<file path="config.mk">
export PLATFORM = sky130hd
export DESIGN_NAME = axis_mux_2to1
export DESIGN_NICKNAME = d
export VERILOG_FILES = /design/src/rtl/axis_mux_pkg.sv /design/src/rtl/axis_skid_buffer.sv /design/src/rtl/axis_mux_2to1.sv
export SDC_FILE = /design/constraint.sdc
export NUM_CORES = 1
export LEC_CHECK = 0
export BUFFER_PORTS_ARGS = -buffer_cell sky130_fd_sc_hd__buf_2
export CAP_MARGIN = 40
export CORE_MARGIN = 2
export CORE_UTILIZATION = 43
export DETAILED_ROUTE_END_ITERATION = 8
export PLACE_DENSITY = 0.73
export SETUP_SLACK_MARGIN = 0.4
export SYNTH_ARGS = -nofsm -noshare
export SYNTH_HDL_FRONTEND = slang
export SYNTH_SLANG_ARGS = --single-unit
</file>
<file path="constraint.sdc">
create_clock -name ACLK -period 1.5 [get_ports ACLK]
set_input_delay 0.075 -clock ACLK [delete_from_list [all_inputs] [get_ports ACLK]]
set_output_delay 0.075 -clock ACLK [all_outputs]
set_load 0.03 [all_outputs]
</file>
<file path="src/rtl/axis_mux_pkg.sv">
// Shared constants for the two-input packet-aware AXI4-Stream multiplexer.
package axis_mux_pkg;

    localparam int unsigned DATA_WIDTH_DEFAULT = 8;
    localparam logic        SEL_IN0            = 1'b0;
    localparam logic        SEL_IN1            = 1'b1;

endpackage

</file>
<file path="src/rtl/axis_skid_buffer.sv">
// Full-throughput register slice: main register plus skid register, with a registered ready.
module axis_skid_buffer #(
    parameter int unsigned WIDTH = 9
) (
    input  logic             clk,
    input  logic             rst_n,
    input  logic [WIDTH-1:0] s_payload,
    input  logic             s_valid,
    output logic             s_ready,
    output logic [WIDTH-1:0] m_payload,
    output logic             m_valid,
    input  logic             m_ready
);

    logic [WIDTH-1:0] skid_payload;
    logic             skid_valid;
    logic [WIDTH-1:0] main_payload_d;
    logic             main_valid_d;
    logic [WIDTH-1:0] skid_payload_d;
    logic             skid_valid_d;
    logic             s_fire;
    logic             m_fire;

    assign s_fire = s_valid & s_ready;
    assign m_fire = m_valid & m_ready;

    // Main register refills from skid first, then from the input; otherwise the input parks in skid.
    always_comb begin
        main_payload_d = m_payload;
        main_valid_d   = m_valid;
        skid_payload_d = skid_payload;
        skid_valid_d   = skid_valid;
        if (m_fire || !m_valid) begin
            if (skid_valid) begin
                main_payload_d = skid_payload;
                main_valid_d   = 1'b1;
                skid_valid_d   = 1'b0;
            end else begin
                if (s_fire) begin
                    main_payload_d = s_payload;
                end
                main_valid_d = s_fire;
            end
        end else if (s_fire) begin
            skid_payload_d = s_payload;
            skid_valid_d   = 1'b1;
        end
    end

    always_ff @(posedge clk or negedge rst_n) begin
        if (!rst_n) begin
            m_payload    <= '0;
            m_valid      <= 1'b0;
            skid_payload <= '0;
            skid_valid   <= 1'b0;
            s_ready      <= 1'b0;
        end else begin
            m_payload    <= main_payload_d;
            m_valid      <= main_valid_d;
            skid_payload <= skid_payload_d;
            skid_valid   <= skid_valid_d;
            s_ready      <= !skid_valid_d;
        end
    end

endmodule

</file>
<file path="src/rtl/axis_mux_2to1.sv">
// Two-input AXI4-Stream mux: grant follows sel between packets and is locked while a packet is open.
module axis_mux_2to1
    import axis_mux_pkg::*;
#(
    parameter int unsigned DATA_WIDTH = DATA_WIDTH_DEFAULT
) (
    input  logic                  ACLK,
    input  logic                  ARESETn,
    input  logic [DATA_WIDTH-1:0] DATA_in_0,
    input  logic                  TVALID_in_0,
    input  logic                  TLAST_in_0,
    input  logic [DATA_WIDTH-1:0] DATA_in_1,
    input  logic                  TVALID_in_1,
    input  logic                  TLAST_in_1,
    input  logic                  sel,
    output logic                  TREADY_in,
    output logic [DATA_WIDTH-1:0] DATA_out,
    output logic                  TVALID_out,
    output logic                  TLAST_out,
    input  logic                  TREADY_out
);

    localparam int unsigned PAYLOAD_W = DATA_WIDTH + 1;

    logic                  gnt_q;
    logic                  pkt_open_q;
    logic                  gnt_c;
    logic                  in_valid_c;
    logic                  in_last_c;
    logic [DATA_WIDTH-1:0] in_data_c;
    logic                  accept_c;
    logic [PAYLOAD_W-1:0]  out_payload;

    // Between packets sel drives the grant directly in the same cycle.
    assign gnt_c = pkt_open_q ? gnt_q : sel;

    always_comb begin
        in_valid_c = TVALID_in_0;
        in_last_c  = TLAST_in_0;
        in_data_c  = DATA_in_0;
        if (gnt_c == SEL_IN1) begin
            in_valid_c = TVALID_in_1;
            in_last_c  = TLAST_in_1;
            in_data_c  = DATA_in_1;
        end
    end

    assign accept_c = TREADY_in & in_valid_c;

    always_ff @(posedge ACLK or negedge ARESETn) begin
        if (!ARESETn) begin
            gnt_q      <= SEL_IN0;
            pkt_open_q <= 1'b0;
        end else begin
            gnt_q <= gnt_c;
            if (accept_c) begin
                pkt_open_q <= !in_last_c;
            end
        end
    end

    axis_skid_buffer #(
        .WIDTH (PAYLOAD_W)
    ) u_out_slice (
        .clk       (ACLK),
        .rst_n     (ARESETn),
        .s_payload ({in_last_c, in_data_c}),
        .s_valid   (in_valid_c),
        .s_ready   (TREADY_in),
        .m_payload (out_payload),
        .m_valid   (TVALID_out),
        .m_ready   (TREADY_out)
    );

    assign TLAST_out = out_payload[PAYLOAD_W-1];
    assign DATA_out  = out_payload[DATA_WIDTH-1:0];

endmodule

</file>
==> results.yml <==
clock_network:
  cts_root_buf: "clkbuf_4"
  clk_pin_slew_ns: 0.13
  htreeDepth: 1
  cts_tree: "yes"
  clk_latency_ns: 0.32
  clock_sinks: 23
  ctsLongestPathBuffers: 2
  cts_inserted_buffers: 3
synth:
  synth_area_per_cell_um2: 11.3
  synth_cell_types: 18
  ys_async_sr_fraction_pct: 100
  synthCells: 92
  synth_ff_type: "dfrtp_1"
  seq_area_frac_synth_pct: 55.6
  synth_edf_count: 0
  ys_warn_count: 0
  synth_seq_cells: 23
  syn-num-nets: 116
  synth.largest_area_cell: "dfrtp_1"
  synth_area_leaders: "dfrtp_1, o221a_1, mux2i_1"
  syn_area_mm2: 0.00104
  synthDominantCellAreaShare_pct: 55.6
route:
  vias_per_cell: 5.46
  firstDrtPassIters: 4
  drt_iter0_markers: 14
  wire_per_inst_um: 15.8
  drc: 0
  dr_total_vias: 906
  final_antenna_net_count: 0
  routed_wl_um: 2620
placed_design:
  dp_slack_ns: -0.135
  place_congestion: 0.739
  port-buffer-count: 34
  dp_hpwl_um: 1710
  placed_area_mm2: 0.00129
timing:
  setup_ws_ns: -0.117
  slew_headroom_pct: 65.6
  finalMaxSlewViolations: 0
  totalNegativeSetupSlack_ns: -0.997
  hold-worst-slack_ns: 0.0757
  fin_skew_ns: 0.00487
  rsz0062_at_grt: "yes"
  hold_viol: 0
  period_share_pct: 108
  timing.fmax_mhz: 619
  tightest_slew_ns: 0.516
  min_period_ns: 1.62
  setup_violations: 19
grt:
  grt_max_degree: 24
  use_met3_pct: 2.82
  use_met1_pct: 30.4
  grt_usage_pct: 21.8
  grt_use_met2_pct: 33.8
  overflow: 0
  antenna_found_initial: 0
  first_global_vias: 935
  grt_first_pass_wirelength_um: 4340
  grt.busiest_layer: "met2"
floorplan:
  die_w_um: 53.1
  die_area_mm2: 0.00282
  num_rows: 17
  dieHeight_um: 53.1
  num_io_pins: 35
  coreArea_mm2: 0.00225
  start_util_pct: 45.9
worst_hold_path:
  hold_class: "in -> reg"
  worstHoldPathCells: 3
  worstHoldEndpoint: "u_out_slice.skid_payload[6]$_DFFE_PN0P_"
  hp-start: "DATA_in_1[6]"
setup_path:
  r2r_cells: 5
  critPathKind: "reg -> reg"
  crit_path_end_kind: "register"
  startpoint: "pkt_open_q$_DFFE_PN0P_"
  cp-start-kind: "register"
  r2r_setup_slack_ns: -0.12
  r2r-end: "u_out_slice.m_payload[2]$_DFFE_PN0P_"
  required_ns: 1.71
  reg2reg_from: "pkt_open_q$_DFFE_PN0P_"
  path_max_fanout: 21
  worstPathArrival_ns: 1.83
power:
  vdd_drop_max_v: 0.00114
  power_leakage_nw: 0.634
  p_per_area_mw_per_mm2: 2140
run:
  max_cap_violations: 0
status:
  violations: "setup timing"
  status: "finished, violations left"
cells_and_area:
  drive_gt1_share_pct: 42.8
  area_delta_synth_final_pct: 35.6
  design_area_mm2: 0.00141
  final_nets: 163
  fin_util_pct: 62.3
  antenna_cells: 0
cell usage after synthesis, types with 2 or more instances:
master,instances
a21oi_1,18
mux2i_1,10
nand3_1,9
dfrtp_1,23
nand2_1,7
o221a_1,9
nor2_1,2
buf_2,3
inv_1,2
registers in the layout, summed over array words and instances (netlist names):
signal and cells:
u_out_slice.m_payload 9, u_out_slice.skid_payload 9, gnt_q 1, pkt_open_q 1
u_out_slice.m_valid 1, u_out_slice.s_ready 1, u_out_slice.skid_valid 1
layout make-up:
| cell class | instances | area, um^2 |
|---|---|---|
| Tap cell | 28 | 35.0 |
| Multi-Input combinational cell | 63 | 485 |
| Inverter | 2 | 7.51 |
| Clock buffer | 3 | 22.5 |
| Fill cell | 214 | 850 |
| Clock inverter | 1 | 5.00 |
| Sequential cell | 23 | 576 |
| Timing Repair Buffer | 46 | 274 |
cells by family after synthesis:
family | share of synthesized area (%)
muxes | 12.1
buffers and inverters | 3.26
and+or+nand+nor | 9.42
AOI/OAI and AO/OA | 19.7
DFF | 55.6
per-layer routing:
layer | routed length (um) | vias up
met4 | 46 | 0
li1 | - | 434
met5 | 0 | -
met3 | 147 | 6
met2 | 1280 | 33
met1 | 1140 | 433
worst max-delay path, cell delays in order, from the launching register on:
cell     delay (ns)
dfrtp_1        0.43
mux2i_4        0.32
mux2i_2        0.28
buf_6          0.22
nand3_1        0.12
o221a_1        0.15
per-stage QoR:
step | std cells | total power, mW
after global routing | 166 | 3.19
final | 166 | 3.01
after CTS | 166 | 2.95
after global placement | 159 | 2.48
after floorplan | 92 | 2.10
after detailed placement | 159 | 2.55
worst max path at each step:
stage               cells after the start                                       to  slack (ns)
CTS                                     5     u_out_slice.m_payload[6]$_DFFE_PN0P_       -0.08
global placement                        4     u_out_slice.m_payload[0]$_DFFE_PN0P_       -0.05
detailed placement                      4     u_out_slice.m_payload[6]$_DFFE_PN0P_       -0.14
floorplan                               5     u_out_slice.m_payload[8]$_DFFE_PN0P_        0.05
global route                            5  u_out_slice.skid_payload[8]$_DFFE_PN0P_       -0.16
finish                                  5     u_out_slice.m_payload[2]$_DFFE_PN0P_       -0.12
placed cells by master, fill, tap and decap left out, drive strengths merged:
| master | count |
|---|---|
| o221a | 9 |
| clkinv | 1 |
| mux2 | 1 |
| nand3 | 9 |
| a21oi | 18 |
| clkbuf | 3 |
| o21a | 1 |
| mux2i | 11 |
| nand2 | 7 |
| nor2 | 4 |
| dfrtp | 23 |
| nor2b | 1 |
| o21ai | 1 |
| dlygate4sd3 | 1 |
| inv | 2 |
| nand2b | 1 |
| buf | 45 |
report_power, final:
part | total (mW) | leakage (nW) | switching, mW | internal, mW
sequential | 1.10 | 0.255 | 0.186 | 0.912
clock | 0.294 | 0.0177 | 0.194 | 0.0998
combinational | 1.62 | 0.361 | 0.937 | 0.683
total | 3.01 | 0.634 | 1.32 | 1.70
timing repair:
item	CTS	global route
setup endpoints to repair	23	23
hold buffers	1	0
buffers inserted	1	0
hold endpoints to repair	23	0
gates cloned	1	0
gates resized for setup	7	6
No activity file was read; power rests on OpenSTA's default activity.
